$ cat src/rtl/div_fl_param.sv
// Fractional link-rate divider: period M, or alternating M/M+1 when N=1, plus AUX_CH
// auxiliary divided clocks. Define DIV_FL_PARAM_RESYNC_EN to add the resync input.
module div_fl_param #(
  parameter int CNT_W  = 10,
  parameter int AUX_CH = 2,
  parameter int AUX_W  = 8
) (
  input  logic                    base_clk,
  input  logic                    rst,
  input  logic                    div_en,
  input  logic [CNT_W-1:0]        M,
  input  logic                    N,
  input  logic [AUX_CH*AUX_W-1:0] aux_div,
`ifdef DIV_FL_PARAM_RESYNC_EN
  input  logic                    resync,
`endif
  output logic                    doub_flc,
  output logic                    flc_tick,
  output logic [AUX_CH-1:0]       aux_clk,
  output logic                    busy,
  output logic [1:0]              dbg_state
);

  typedef enum logic [1:0] {IDLE = 2'd0, RUN = 2'd1, DRAIN = 2'd2} state_t;

  localparam logic [CNT_W:0] ONE = (CNT_W+1)'(1);
  localparam logic [CNT_W:0] TWO = (CNT_W+1)'(2);

  state_t           state, state_nx;
  logic [CNT_W:0]   cnt, cnt_nx, m_eff, period;
  logic [CNT_W-1:0] m_sh;
  logic             n_sh, half, half_nx;
  logic             load, tick, doub_nx, restart, aux_hold;

`ifdef DIV_FL_PARAM_RESYNC_EN
  assign restart = resync && (state != IDLE);
`else
  assign restart = 1'b0;
`endif

  // One extra counter bit keeps M = 2^CNT_W-1 plus the half-step from wrapping.
  always_comb begin
    m_eff  = ({1'b0, m_sh} < TWO) ? TWO : {1'b0, m_sh};
    period = m_eff + {{CNT_W{1'b0}}, n_sh & half};
  end

  // Reset and resync both suppress the tick of the period they abort.
  assign tick      = (state != IDLE) && (cnt == period - ONE) && !restart && !rst;
  assign flc_tick  = tick;
  assign busy      = (state != IDLE);
  assign dbg_state = state;

  always_comb begin
    state_nx = state;
    load     = 1'b0;
    case (state)
      IDLE: begin
        if (div_en) begin
          state_nx = RUN;
          load     = 1'b1;
        end
      end
      RUN:     if (!div_en) state_nx = DRAIN;
      DRAIN: begin
        if (div_en)    state_nx = RUN;
        else if (tick) state_nx = IDLE;
      end
      default: state_nx = IDLE;
    endcase

    cnt_nx = (state == IDLE || tick || restart) ? '0 : cnt + ONE;

    half_nx = half;
    if (state == IDLE || restart) half_nx = 1'b0;
    else if (tick && n_sh)        half_nx = ~half;

    // Waveform lags the counter by one cycle and is dropped as soon as we go idle.
    doub_nx = (state_nx != IDLE) && (cnt >= (period >> 1));
    aux_hold = (state == IDLE) || (state_nx == IDLE);
  end

  always_ff @(posedge base_clk) begin
    if (rst) begin
      state    <= IDLE;
      cnt      <= '0;
      m_sh     <= '0;
      n_sh     <= 1'b0;
      half     <= 1'b0;
      doub_flc <= 1'b0;
    end else begin
      state    <= state_nx;
      cnt      <= cnt_nx;
      half     <= half_nx;
      doub_flc <= doub_nx;
      if (load || tick) begin
        m_sh <= M;
        n_sh <= N;
      end
    end
  end

  for (genvar k = 0; k < AUX_CH; k++) begin : g_aux
    logic [AUX_W-1:0] div_k, acnt;
    logic             clk_k;

    assign div_k      = aux_div[k*AUX_W +: AUX_W];
    assign aux_clk[k] = clk_k;

    // Wrap on >= so a divide value lowered mid-count cannot strand the counter.
    always_ff @(posedge base_clk) begin
      if (rst || aux_hold || div_k == '0) begin
        acnt  <= '0;
        clk_k <= 1'b0;
      end else if (restart) begin
        acnt  <= '0;
      end else if (acnt >= div_k - AUX_W'(1)) begin
        acnt  <= '0;
        clk_k <= ~clk_k;
      end else begin
        acnt  <= acnt + AUX_W'(1);
      end
    end
  end

endmodule

$ cat config.mk
export PLATFORM = sky130hd
export DESIGN_NAME = div_fl_param
export DESIGN_NICKNAME = d
export VERILOG_FILES = /design/src/rtl/div_fl_param.sv
export SDC_FILE = /design/constraint.sdc
export NUM_CORES = 1
export LEC_CHECK = 0
export BUFFER_PORTS_ARGS = -buffer_cell sky130_fd_sc_hd__buf_2
export CORE_AREA = 2 2 88 90
export CTS_CLUSTER_DIAMETER = 30
export DETAILED_ROUTE_END_ITERATION = 10
export DIE_AREA = 0 0 90 92
export PLACE_DENSITY = 0.68
export SYNTH_ARGS = -nofsm -noshare
export SYNTH_HDL_FRONTEND = slang
export SYNTH_SLANG_ARGS = --single-unit
export TNS_END_PERCENT = 1
$ cat constraint.sdc
create_clock -name base_clk -period 4.45 [get_ports base_clk]
set_input_delay 0.2225 -clock base_clk [delete_from_list [all_inputs] [get_ports base_clk]]
set_output_delay 0.2225 -clock base_clk [all_outputs]
set_load 0.05 [all_outputs]
==> flow_metrics.env <==
export IMPL_min_path_cells=3
export IMPL_p_sw_w=0.0002708
export IMPL_antenna_cells=0
export IMPL_vdd_ir_drop_worst_mv=0.1284
export IMPL_syn_inst=429
export IMPL_yosys_register_bits=44
export IMPL_placedCellCount=557
export IMPL_boundaryPins=37
export IMPL_numCtsBuffers=5
export IMPL_antenna_found_initial=0
export IMPL_first_pass_iters=4
export IMPL_cp_required_ns=4.23
export IMPL_port_buffers=36
export IMPL_cts_root_buf="clkbuf_8"
export IMPL_combPwrFrac_pct=24.3
export IMPL_rows=32
export IMPL_fmax_mhz=237.1
export IMPL_clockBufferDepth=2
export IMPL_synth_area_leader_cell="dfxtp_1"
export IMPL_ys_top_cells_by_count="44 x dfxtp_1, 42 x nor2_1, 36 x ha_1"
export IMPL_num_vias=3020
export IMPL_synthArstFlopShare_pct=0
export IMPL_min_period_ns=4.217
export IMPL_final_core_util_pct=53.71
export IMPL_hold_viol_final=0
export IMPL_cts_sinks=44
export IMPL_grt_max_degree=28
export IMPL_track_usage_pct=17.89
export IMPL_multiInputGateArea_um2=2554
export IMPL_die_height_um=92
export IMPL_crit_path_end_kind="primary output"
export IMPL_yosys_warnings=0
export IMPL_fin_ws_ns=0.2329
export IMPL_clock_skew_ns=0.009569
export IMPL_finalSetupViolCount=0
export IMPL_fp_dieW_um=90
export IMPL_power_leakage_nw=1.688
export IMPL_drc_errors=0
export IMPL_totalWireLength_um=7279
export IMPL_syn_avg_cell_area_um2=8.382
export IMPL_dp_hpwl_um=5705
export IMPL_worstSetupPathType="reg2out"
export IMPL_status="finished, final reports clean"
export IMPL_cp_arrival_ns=3.99
export IMPL_area_delta_synth_final_pct=11.24
export IMPL_crit_fanout=5
export IMPL_slew_headroom_pct=55.86
export IMPL_synth_cell_types=56
export IMPL_start_util_pct=48.29
export IMPL_cts_setup_buffers=0
export IMPL_htreeDepth=2
export IMPL_tightest_slew_ns=0.6551
export IMPL_min_path_type="in2reg"
export IMPL_clkLatencyLatePin_ns=0.30
export IMPL_internal_power_w=0.0006302
export IMPL_min_period_over_period_pct=94.77
export IMPL_synth_most_common_cell="dfxtp_1"
export IMPL_rsz0062_at_grt="yes"
export IMPL_syn_nets=495
export IMPL_ff_latch_area_um2=880.8
export IMPL_maxCapViolCount=0
export IMPL_grt_pass1_wl_um=12500
export IMPL_first_global_vias=2811
export IMPL_rr_worst_depth=16
export IMPL_gp_congestion=0.8672
export IMPL_swShare_pct=30.06
export IMPL_powerDensity_nw_per_um2=225.2
export IMPL_post_place_ws_ns=0.2306
export IMPL_synth_ff_type="dfxtp_1"
export IMPL_clockPowerShare_pct=29.6
export IMPL_num_nets_final=528
export IMPL_p_seq_share_pct=46.1
export IMPL_drive_above_1_share_pct=14.47
export IMPL_grt_ovfl_total=0
export IMPL_cp_start_kind="register"
export IMPL_core_area_um2=7447
export IMPL_fillers=747
export IMPL_ant_nets=0
export IMPL_yosysTopAreaCellShare_pct=24.50
export IMPL_wl_per_cell_um=12.88
export IMPL_die_area_um2=8280
export IMPL_synth_edf_count=0
export IMPL_seq_area_frac_synth_pct=24.50
export IMPL_via_per_inst=5.345
export IMPL_clkTransAtPathRegs_ns=0.08
export IMPL_synth_area_leaders="dfxtp_1 24%, ha_1 13%, xor2_1 6.8%"
export IMPL_cts_tree="done"
export IMPL_synth_area_um2=3596
export IMPL_drt_initial_drc_count=104
export IMPL_final_max_slew_viol_count=0
export IMPL_instances_no_fill=565
## cells by family (layout without fill, tap and decap cells)
logic type / count (synthesis) / after routing / synth area share, %
mux: 12 / 12 / 3.340
simple gates: 176 / 176 / 26.93
flops: 44 / 44 / 24.50
fa+ha+maj: 36 / 36 / 12.53
buf+inv: 42 / 76 / 5.115
xor+xnor: 54 / 54 / 14.30
compound gates: 65 / 65 / 13.29
## state kept, by name (all words and copies together) (netlist names)
signal,count
cnt,11
dbg_state,2
doub_flc,1
g_aux.acnt,16
g_aux.clk_k,2
half,1
m_sh,10
n_sh,1
## timing repair
action	4_1_cts	5_1_grt
gates resized for setup	0	5
endpoints found under the setup margin	0	26
hold buffers	0	0
## path summary, 6_finish.rpt
kind	start	to	slack, ns
min reg2reg	cnt[0]	cnt[0]	0.50
max reg2reg	m_sh[7]	g_aux[0].acnt[7]	0.39
min	M[2]	m_sh[2]	0.17
max	m_sh[7]	flc_tick	0.23
## layout by cell type (no fill, tap or decap), types with 2 or more instances in the layout
cell type / n
or4_1: 5
clkbuf_8: 6
o21ai_1: 3
buf_2: 35
o211ai_1: 2
a21o_1: 9
nand2_1: 14
and3_1: 12
xor2_1: 28
a31oi_1: 3
and2_1: 2
nand3b_1: 4
dfxtp_1: 44
ha_1: 36
nor3_1: 5
a211o_1: 4
or3_1: 2
a21oi_1: 10
o211ai_2: 2
o21ai_0: 8
nand4_1: 6
a21boi_0: 5
nor3_2: 2
clkinvlp_4: 2
a211oi_1: 6
o21bai_1: 2
buf_4: 10
nor4_1: 5
mux2i_1: 11
nand2b_1: 32
xnor3_1: 3
nor3b_1: 4
inv_1: 21
o31ai_1: 2
nor2b_1: 4
nor2_1: 42
nand3_1: 27
xnor2_1: 23
## worst max-delay path: stages (launching register included)
cell and delay [ns]:
dfxtp_1 0.32, nor4_1 0.30, nand3_1 0.14, o21a_1 0.19, ha_1 0.19, ha_1 0.34, inv_1 0.08, ha_1 0.19
or4b_2 0.59, o31ai_1 0.13, o21ai_1 0.18, a21oi_1 0.22, mux2i_2 0.31, o311ai_4 0.15, inv_2 0.13, clkbuf_4 0.24
## metrics by stage
stage	power [W]	hold slack (ns)	cell area, um2	setup TNS (ns)
6_report	0.0009010	0.1699	4000	0
5_1_grt	0.0009536	0.1706	4000	-0.02615
2_1_floorplan	0.0005860	0.2953	3596	0
4_1_cts	0.0009069	0.1411	3975	0
3_3_place_gp	0.0006347	0.4626	3877	0
3_5_place_dp	0.0006394	0.4669	3877	0
## final cells by class
cell class | instances | share of cell area (%)
Inverter | 22 | 2.064
Tap cell | 102 | 3.190
Clock inverter | 2 | 0.3754
Clock buffer | 6 | 2.064
Sequential cell | 44 | 22.02
Multi-Input combinational cell | 343 | 63.84
Timing Repair Buffer | 46 | 6.444
## per-layer routing
layer	part of all wire [%]	track usage, %
met5	0	0
met4	1.0	4.615
met2	48	31.20
met3	3.2	2.712
met1	48	23.15
## power groups by stage
stage	sequential, W	combinational (W)	clock (W)
after CTS	0.000415	0.000216	0.000275
after global routing	0.000417	0.000245	0.000291
after global placement	0.000424	0.000211	0
final	0.000415	0.000219	0.000267
after detailed placement	0.000425	0.000215	0
after floorplan	0.000426	0.000160	0
No activity file was read; power rests on OpenSTA's default activity.
